<file path="src/rtl/display_pkg.sv">
// rtl/display_pkg.sv - register map, display codes and BCD helpers shared by the display register block.
package display_pkg;

    localparam logic [2:0] OFF_CTRL   = 3'd0;
    localparam logic [2:0] OFF_BUF0   = 3'd1;
    localparam logic [2:0] OFF_BUF1   = 3'd2;
    localparam logic [2:0] OFF_BUF2   = 3'd3;
    localparam logic [2:0] OFF_BUF3   = 3'd4;
    localparam logic [2:0] OFF_BIN_LO = 3'd5;
    localparam logic [2:0] OFF_BIN_HI = 3'd6;
    localparam logic [2:0] OFF_STATUS = 3'd7;

    localparam logic [7:0] BLANK = 8'h10;
    localparam logic [7:0] DASH  = 8'h11;

    localparam int BCD_ITER = 14;
    localparam int MAX_DEC  = 9999;

    typedef enum logic [1:0] {
        ST_IDLE,
        ST_SHIFT,
        ST_LOAD
    } bcd_state_t;

    // Double-dabble correction: any digit >= 5 gets +3 so the next shift carries correctly.
    function automatic logic [15:0] bcd_adjust(input logic [15:0] acc);
        logic [15:0] r;
        for (int i = 0; i < 4; i++) begin
            r[4*i +: 4] = (acc[4*i +: 4] >= 4'd5) ? acc[4*i +: 4] + 4'd3 : acc[4*i +: 4];
        end
        return r;
    endfunction

    function automatic logic [7:0] digit_code(input logic blank, input logic [3:0] digit);
        return blank ? BLANK : {4'h0, digit};
    endfunction

endpackage

</file>
<file path="src/rtl/bin2bcd_seq.sv">
// rtl/bin2bcd_seq.sv - sequential 14-bit binary to 4-digit BCD converter, one double-dabble step per clock.
module bin2bcd_seq
    import display_pkg::*;
(
    input  logic        clk,
    input  logic        reset_n,
    input  logic        start,
    input  logic [13:0] value,
    output logic        busy,
    output logic        done,
    output logic [3:0]  digit0,
    output logic [3:0]  digit1,
    output logic [3:0]  digit2,
    output logic [3:0]  digit3
);

    bcd_state_t  state;
    logic [13:0] shreg;
    logic [15:0] acc;
    logic [15:0] adj;
    logic [3:0]  cnt;

    assign adj = bcd_adjust(acc);

    always_ff @(posedge clk or negedge reset_n) begin
        if (!reset_n) begin
            state <= ST_IDLE;
            shreg <= '0;
            acc   <= '0;
            cnt   <= '0;
            busy  <= 1'b0;
            done  <= 1'b0;
        end else begin
            case (state)
                ST_IDLE: begin
                    if (start) begin
                        shreg <= value;
                        acc   <= '0;
                        cnt   <= '0;
                        busy  <= 1'b1;
                        state <= ST_SHIFT;
                    end
                end
                ST_SHIFT: begin
                    acc   <= {adj[14:0], shreg[13]};
                    shreg <= {shreg[12:0], 1'b0};
                    cnt   <= cnt + 4'd1;
                    if (cnt == 4'(BCD_ITER - 1)) begin
                        done  <= 1'b1;
                        state <= ST_LOAD;
                    end
                end
                ST_LOAD: begin
                    busy  <= 1'b0;
                    done  <= 1'b0;
                    state <= ST_IDLE;
                end
                default: state <= ST_IDLE;
            endcase
        end
    end

    assign digit0 = acc[15:12];
    assign digit1 = acc[11:8];
    assign digit2 = acc[7:4];
    assign digit3 = acc[3:0];

endmodule

</file>
<file path="src/rtl/display_regs_b3.sv">
// rtl/display_regs_b3.sv - I/O-bus register file for the Basys3 7-segment display with binary-to-BCD loading.
module display_regs_b3
    import display_pkg::*;
#(
    parameter logic [5:0] BASE_ADDR = 6'h20
) (
    input  logic       clk,
    input  logic       reset_n,
    input  logic [5:0] io_addr,
    input  logic [7:0] io_dout,
    input  logic       io_we,
    output logic [7:0] io_din,
    output logic       display_ctrl,
    output logic [7:0] display_buf0,
    output logic [7:0] display_buf1,
    output logic [7:0] display_buf2,
    output logic [7:0] display_buf3
);

    logic [1:0]  ctrl;
    logic [7:0]  bin_lo;
    logic [5:0]  bin_hi;
    logic        overflow;
    logic [7:0]  bufs   [4];
    logic [7:0]  commit [4];
    logic [3:0]  dig    [4];
    logic [6:0]  rel;
    logic        hit;
    logic [2:0]  off;
    logic        wr_en;
    logic        start;
    logic        busy;
    logic        done;
    logic [13:0] bin_value;
    logic        lead0, lead1, lead2;

    assign rel   = {1'b0, io_addr} - {1'b0, BASE_ADDR};
    assign hit   = ({1'b0, io_addr} >= {1'b0, BASE_ADDR}) && (rel < 7'd8);
    assign off   = rel[2:0];
    assign wr_en = io_we && hit;
    // A BIN_HI write while busy still updates the register but must not restart.
    assign start = wr_en && (off == OFF_BIN_HI) && !busy;
    assign bin_value = {io_dout[5:0], bin_lo};

    bin2bcd_seq u_bcd (
        .clk     (clk),
        .reset_n (reset_n),
        .start   (start),
        .value   (bin_value),
        .busy    (busy),
        .done    (done),
        .digit0  (dig[0]),
        .digit1  (dig[1]),
        .digit2  (dig[2]),
        .digit3  (dig[3])
    );

    always_comb begin
        lead0 = ctrl[1] && (dig[0] == 4'd0);
        lead1 = lead0 && (dig[1] == 4'd0);
        lead2 = lead1 && (dig[2] == 4'd0);
        commit[0] = overflow ? DASH : digit_code(lead0, dig[0]);
        commit[1] = overflow ? DASH : digit_code(lead1, dig[1]);
        commit[2] = overflow ? DASH : digit_code(lead2, dig[2]);
        commit[3] = overflow ? DASH : digit_code(1'b0, dig[3]);
    end

    always_ff @(posedge clk or negedge reset_n) begin
        if (!reset_n) begin
            ctrl     <= '0;
            bin_lo   <= '0;
            bin_hi   <= '0;
            overflow <= 1'b0;
            for (int i = 0; i < 4; i++) bufs[i] <= BLANK;
        end else begin
            if (wr_en) begin
                case (off)
                    OFF_CTRL:   ctrl    <= io_dout[1:0];
                    OFF_BUF0:   bufs[0] <= io_dout;
                    OFF_BUF1:   bufs[1] <= io_dout;
                    OFF_BUF2:   bufs[2] <= io_dout;
                    OFF_BUF3:   bufs[3] <= io_dout;
                    OFF_BIN_LO: bin_lo  <= io_dout;
                    OFF_BIN_HI: bin_hi  <= io_dout[5:0];
                    default: ;
                endcase
            end
            if (start) overflow <= (bin_value > 14'(MAX_DEC));
            // Placed after the CPU writes so the conversion result wins a same-cycle collision.
            if (done) begin
                for (int i = 0; i < 4; i++) bufs[i] <= commit[i];
            end
        end
    end

    always_comb begin
        io_din = 8'h00;
        if (hit) begin
            case (off)
                OFF_CTRL:   io_din = {6'b0, ctrl};
                OFF_BUF0:   io_din = bufs[0];
                OFF_BUF1:   io_din = bufs[1];
                OFF_BUF2:   io_din = bufs[2];
                OFF_BUF3:   io_din = bufs[3];
                OFF_BIN_LO: io_din = bin_lo;
                OFF_BIN_HI: io_din = {2'b0, bin_hi};
                OFF_STATUS: io_din = {6'b0, overflow, busy};
                default:    io_din = 8'h00;
            endcase
        end
    end

    assign display_ctrl = ctrl[0];
    assign display_buf0 = bufs[0];
    assign display_buf1 = bufs[1];
    assign display_buf2 = bufs[2];
    assign display_buf3 = bufs[3];

endmodule
</file>
<file path="config.mk">
export PLATFORM = sky130hd
export DESIGN_NAME = display_regs_b3
export DESIGN_NICKNAME = d
export VERILOG_FILES = /design/src/rtl/display_pkg.sv /design/src/rtl/bin2bcd_seq.sv /design/src/rtl/display_regs_b3.sv
export SDC_FILE = /design/constraint.sdc
export NUM_CORES = 1
export LEC_CHECK = 0
export BUFFER_PORTS_ARGS = -buffer_cell sky130_fd_sc_hd__buf_2
export CAP_MARGIN = 20
export CORE_ASPECT_RATIO = 0.5
export CORE_MARGIN = 2
export CORE_UTILIZATION = 40
export CTS_CLUSTER_DIAMETER = 200
export DETAILED_ROUTE_END_ITERATION = 8
export GPL_TIMING_DRIVEN = 0
export PLACE_DENSITY = 0.69
export SYNTH_ARGS = -nofsm -noshare
export SYNTH_HDL_FRONTEND = slang
export SYNTH_SLANG_ARGS = --single-unit
</file>
<file path="constraint.sdc">
create_clock -name clk -period 1.6 [get_ports clk]
set_input_delay 0.16 -clock clk [delete_from_list [all_inputs] [get_ports clk]]
set_output_delay 0.16 -clock clk [all_outputs]
set_load 0.01 [all_outputs]
</file>
==> metrics.csv, run 1 <==
metric,value,unit
rsz0062_at_grt,yes,
leakage,2.86,nW
via_per_inst,5.52,
rr_startpoint,u_bcd.busy,
cts-root-buf,clkbuf_16,
ff2ff_setup_slack,-0.01,ns
die_area,12700,um2
syn-num-nets,461,
drcViolationCount,0,
skew,0.00626,ns
drv_cap,0,
portBuffers,55,
reg2reg_depth,6,
critPathKind,flop to output pin,
fmax,569,MHz
synthMuxAreaShare,19.7,%
violations,setup timing,
final.setup.worst_slack,-0.157,ns
grtUsageTotal,20.7,%
peakVddDrop,0.661,mV
avgRoutedWirePerCell,18.7,um
worstReg2RegEnd,u_bcd.shreg[5],
hold_viol_final,0,
synth_cells,431,
synth_seq_cells,87,
fillers,969,
io_pins,58,
wirelength,12.8,mm
ys_types,50,
start_kind,flop,
min_path_cells,2,
hold_class,input pin to flop,
status,finished with violations,
critPathMaxFanout,2,
worst_slew_pin_slew,0.626,ns
drv_slew,0,
h-tree-depth,3,
synth-compound-area-share,14.6,%
whs,0.126,ns
gp_congestion,0.870,
clk_pin_slew,0.06,ns
synth_fa_ha_area_share,3.45,%
period_needed,1.76,ns
grt_pass1_wl,20.0,mm
synth-seq-area-share,46.3,%
synthXorXnorAreaFrac,0.929,%
fin_nets,550,
place_hpwl,8.81,mm
die_w,157,um
area_delta_synth_final,25.7,%
coreArea,11200,um2
min_period_over_period,110,%
synth_top_family_by_area,multiplexers,
postSynthAreaPerCell,10.9,um2
drtIter0Drc,281,
clockBufferDepth,2,
tns,-0.296,ns
finalPower,9.95,mW
ant_nets,0,
power_density,1680,nW/um2
grt_overflow_total,0,
clk_latency,0.34,ns
postLayoutCoreUtil,52.6,%
layout-drive-gt1-share,37.2,%
crit_path_end_kind,output pin,
cp.required,1.44,ns
antennaDiodeCount,0,
layout.cells.non_filler,683,
yosys.area_share.simple,10.8,%
hold_start,io_dout[6],
clock_sinks,87,
synth_warnings,0,
setup_viol,7,
cts_tree,done,
rows,27,
cts_made_buffers,9,
num_vias,3771,
async_flop_share,100,%
initial_utilization,41.9,%
synth_edf_count,0,
synthFlopType,dfrtp_1,
min_to,bin_lo[6],
die_h,80.7,um
antenna_found_initial,0,
grt_pass1_vias,3741,
firstDrtPassIters,5,
dp_cells,646,
maxSlewHeadroom,58.3,%
syn_area,4710,um2
grt_max_degree,53,
critPathArrivalTime,1.60,ns
-- logic make-up after synthesis --
| logic type | count (synthesis) |
|---|---|
| flops | 87 |
| simple gates | 101 |
| fa+ha+maj | 13 |
| xor+xnor | 5 |
| compound gates | 98 |
| buf+inv | 44 |
| mux | 83 |
-- cell type report --
cell class	count	area, um2	area share (%)
Buffer	27	166	2.81
Clock buffer	12	256	4.33
Clock inverter	3	90.1	1.52
Inverter	16	60.1	1.01
Multi-Input combinational cell	300	2460	41.5
Sequential cell	87	2190	37.0
Tap cell	159	199	3.36
Timing Repair Buffer	79	502	8.47
-- worst max-delay path, cell delays in order (launching register included) --
cell and delay, ns:
dfrtp_1 0.41, mux4_2 0.51, a21oi_2 0.15, nor2_1 0.05, buf_2 0.14
-- metrics by stage --
stage	instance area, um2	worst slack (ns)
2_1_floorplan	4720	0.0736
3_3_place_gp	5190	-0.431
3_5_place_dp	5220	-0.342
4_1_cts	5700	-0.155
5_1_grt	5920	-0.191
6_report	5920	-0.157
-- per-layer routing --
layer	GRT usage, %	vias to the layer above	wire, um
met5	0	-	0
met4	8.45	0	241
met3	4.11	20	678
met2	32.3	121	5790
met1	28.6	1878	6040
li1	-	1752	-
-- cell usage in the layout (no fill, tap or decap), drive strengths merged, types with 15 or more instances in the layout --
master  instances
o22ai          15
inv            16
a22o           15
clkbuf         24
nand2          26
nor2           33
a21oi          19
dfrtp          83
mux2           44
buf            93
mux2i          38
-- power breakdown --
| part | internal (mW) | switching [mW] |
|---|---|---|
| sequential | 2.97 | 0.809 |
| combinational | 1.91 | 1.81 |
| clock | 1.60 | 0.850 |
| total | 6.48 | 3.47 |
-- timing repair --
action / in CTS / in global routing
cloned: 0 / 1
buffers inserted: 9 / 12
setup endpoints to repair: 28 / 37
hold buffers: 1 / 0
gates resized for setup: 21 / 34
pin swaps: 5 / 9
hold endpoints to repair: 31 / 0
-- how the worst max path moves through the flow --
stage	start	endpoint	cells past startpoint
after global routing	u_bcd.busy	io_din[0]	4
after CTS	display_buf3[0]	io_din[0]	4
after global placement	reset_n	display_buf1[7]	1
final	display_buf3[0]	io_din[0]	4
after floorplan	u_bcd.acc[8]	u_bcd.acc[10]	5
after detailed placement	io_addr[0]	io_din[3]	7
-- flip-flops by register name (all words and copies together), names as in the netlist, 2 cells and up --
| name | cells |
|---|---|
| u_bcd.shreg | 14 |
| display_buf3 | 8 |
| u_bcd.cnt | 4 |
| bin_hi | 6 |
| bin_lo | 8 |
| display_buf1 | 8 |
| u_bcd.acc | 16 |
| display_buf0 | 8 |
| display_buf2 | 8 |
| u_bcd.state | 2 |
| ctrl | 2 |
-- Yosys cell counts, types with 2 or more instances --
master	count	share of area [%]
nor2b_1	6	0.80
mux2_2	36	8.6
o2bb2ai_1	9	1.7
buf_2	8	0.85
dfstp_2	4	2.2
buf_4	3	0.48
nor3_1	5	0.53
nand2b_1	11	1.5
inv_1	16	1.3
dfrtp_1	83	44
a22oi_1	10	1.6
ha_1	13	3.5
o21ai_0	10	1.1
a211oi_1	2	0.32
nor3b_1	3	0.48
a31oi_1	2	0.27
mux2_4	8	2.5
a22o_1	15	2.8
clkbuf_1	13	1.0
o22ai_1	15	2.0
a21o_1	4	0.64
a221oi_1	3	0.56
mux2i_1	38	8.1
nand3b_1	2	0.32
a21oi_1	19	2.0
nand3_1	7	0.74
o22a_1	2	0.37
buf_6	2	0.48
xnor2_1	4	0.74
nor2_1	32	2.5
nand2_1	26	2.1
buf_1	2	0.16
(Power assumes the default switching activity.)
==> run 2, diff against run 1 <==
==> constraint.sdc (replaced) <==
create_clock -name clk -period 1.6 [get_ports clk]
set_input_delay 0.48 -clock clk [delete_from_list [all_inputs] [get_ports clk]]
set_output_delay 0.48 -clock clk [all_outputs]
set_load 0.01 [all_outputs]
==> metrics.csv, run 2 (synthesized netlist as in run 1, its figures left out) <==
metric,value,unit
via_per_inst,5.66,
clk_latency,0.35,ns
largest-register,u_bcd.acc,
hold_viol_final,0,
rsz0062_at_grt,yes,
finalInstanceArea,6430,um2
tns,-6.14,ns
layout_common_cells,"dfrtp_1 (78), buf_2 (51), mux2i_1 (38)",
worst_slew_pin_slew,0.638,ns
fmax,488,MHz
maxSlewHeadroom,57.5,%
io_pins,58,
crit_chain,buf_12 -> clkbuf_16 -> mux2_4 -> a221oi_2 -> a211oi_2 -> buf_2,
reg2reg_depth,7,
place_ws,-0.579,ns
seq_area,2190,um2
portBuffers,55,
grtUsageTotal,21.7,%
h-tree-depth,3,
drcViolationCount,0,
die_h,80.7,um
largest_reg_flops,16,
placement.cell_area,5380,um2
slowest_delay,0.31,ns
drtIter0Drc,408,
rows,27,
clk_pin_slew,0.06,ns
clock_sinks,87,
fin_nets,566,
crit_path_end_kind,output pin,
layout_commonest_cell,dfrtp_1,
antennaDiodeCount,0,
setup_viol,56,
die_area,12700,um2
period_needed,2.05,ns
grt_max_degree,52,
die_w,157,um
violations,setup timing,
ff2ff_setup_slack,-0.03,ns
path_delay_family,buffers and inverters,
coreArea,11200,um2
fillers,899,
critPathSlowestCell,mux2_4,
crit_buf_inv,3,
status,finished with violations,
area_delta_synth_final,36.4,%
multi_input_area,2620,um2
firstDrtPassIters,5,
leakage,3.08,nW
grt_overflow_total,0,
min_period_over_period,128,%
hold_class,input pin to asynchronous set/reset pin,
grt_pass1_vias,3661,
cts_tree,done,
avgRoutedWirePerCell,19.9,um
clockBufferDepth,2,
crit_cells,6,
place_hpwl,8.84,mm
cts-root-buf,clkbuf_16,
cp.required,1.12,ns
cts_made_buffers,9,
critPathMaxFanout,10,
critPathArrivalTime,1.57,ns
power_density,1610,nW/um2
drv_slew,0,
critPathKind,input pin to output pin,
wirelength,13.9,mm
skew,0.00810,ns
whs,0.105,ns
layout-drive-gt1-share,42.8,%
drv_cap,0,
ant_nets,0,
initial_utilization,41.9,%
gp_congestion,0.821,
ctsHoldBuffers,0,
peakVddDrop,0.681,mV
antenna_found_initial,0,
start_kind,input pin,
num_vias,3959,
postLayoutCoreUtil,57.1,%
grt_pass1_wl,20.7,mm
largestRegisters,"u_bcd.acc x16, u_bcd.shreg x14",
final.setup.worst_slack,-0.448,ns
==> run 2: routing by layer <==
layer	track usage, %	part of all wire (%)
met1	30.7	46
met2	33.8	47
met3	4.11	5.6
met4	7.36	1.7
met5	0	0
==> run 2: final cells by class <==
| class | count | area share (%) |
|---|---|---|
| tap | 159 | 3.10 |
| inverter | 16 | 0.934 |
| timing repair buffer | 97 | 11.9 |
| clock buffer | 11 | 3.62 |
| clock inverter | 4 | 1.48 |
| multi-input combinational | 300 | 40.8 |
| buffer | 25 | 4.07 |
| sequential | 87 | 34.0 |
==> run 2: metrics by stage <==
step	instances	total power [mW]
after floorplan	431	6.09
after global placement	645	7.08
after detailed placement	646	7.20
after CTS	679	9.83
after global routing	699	10.9
final	699	10.3
==> run 2: worst paths after layout <==
path | startpoint | endpoint
hold / removal | reset_n | u_bcd.cnt[1]
max in group asynchronous | reset_n | display_buf3[4]
setup / recovery | io_addr[0] | io_din[5]
hold reg to reg | bin_hi[1] | bin_hi[1]
min in group clk | io_dout[7] | bin_lo[7]
setup reg to reg | u_bcd.busy | u_bcd.acc[7]
==> run 2: where the power goes <==
group | leakage, nW | total [mW] | switching [mW] | internal (mW)
clock network | 0.160 | 2.38 | 0.863 | 1.52
logic | 1.81 | 4.12 | 1.95 | 2.17
registers | 1.11 | 3.82 | 0.854 | 2.97
total | 3.08 | 10.3 | 3.67 | 6.65
==> run 2: repair_timing <==
item,in CTS,in global routing
setup buffers,18,20
cloned,2,2
resized for setup,42,45
endpoints found under the setup margin,31,72
pin swaps,7,20
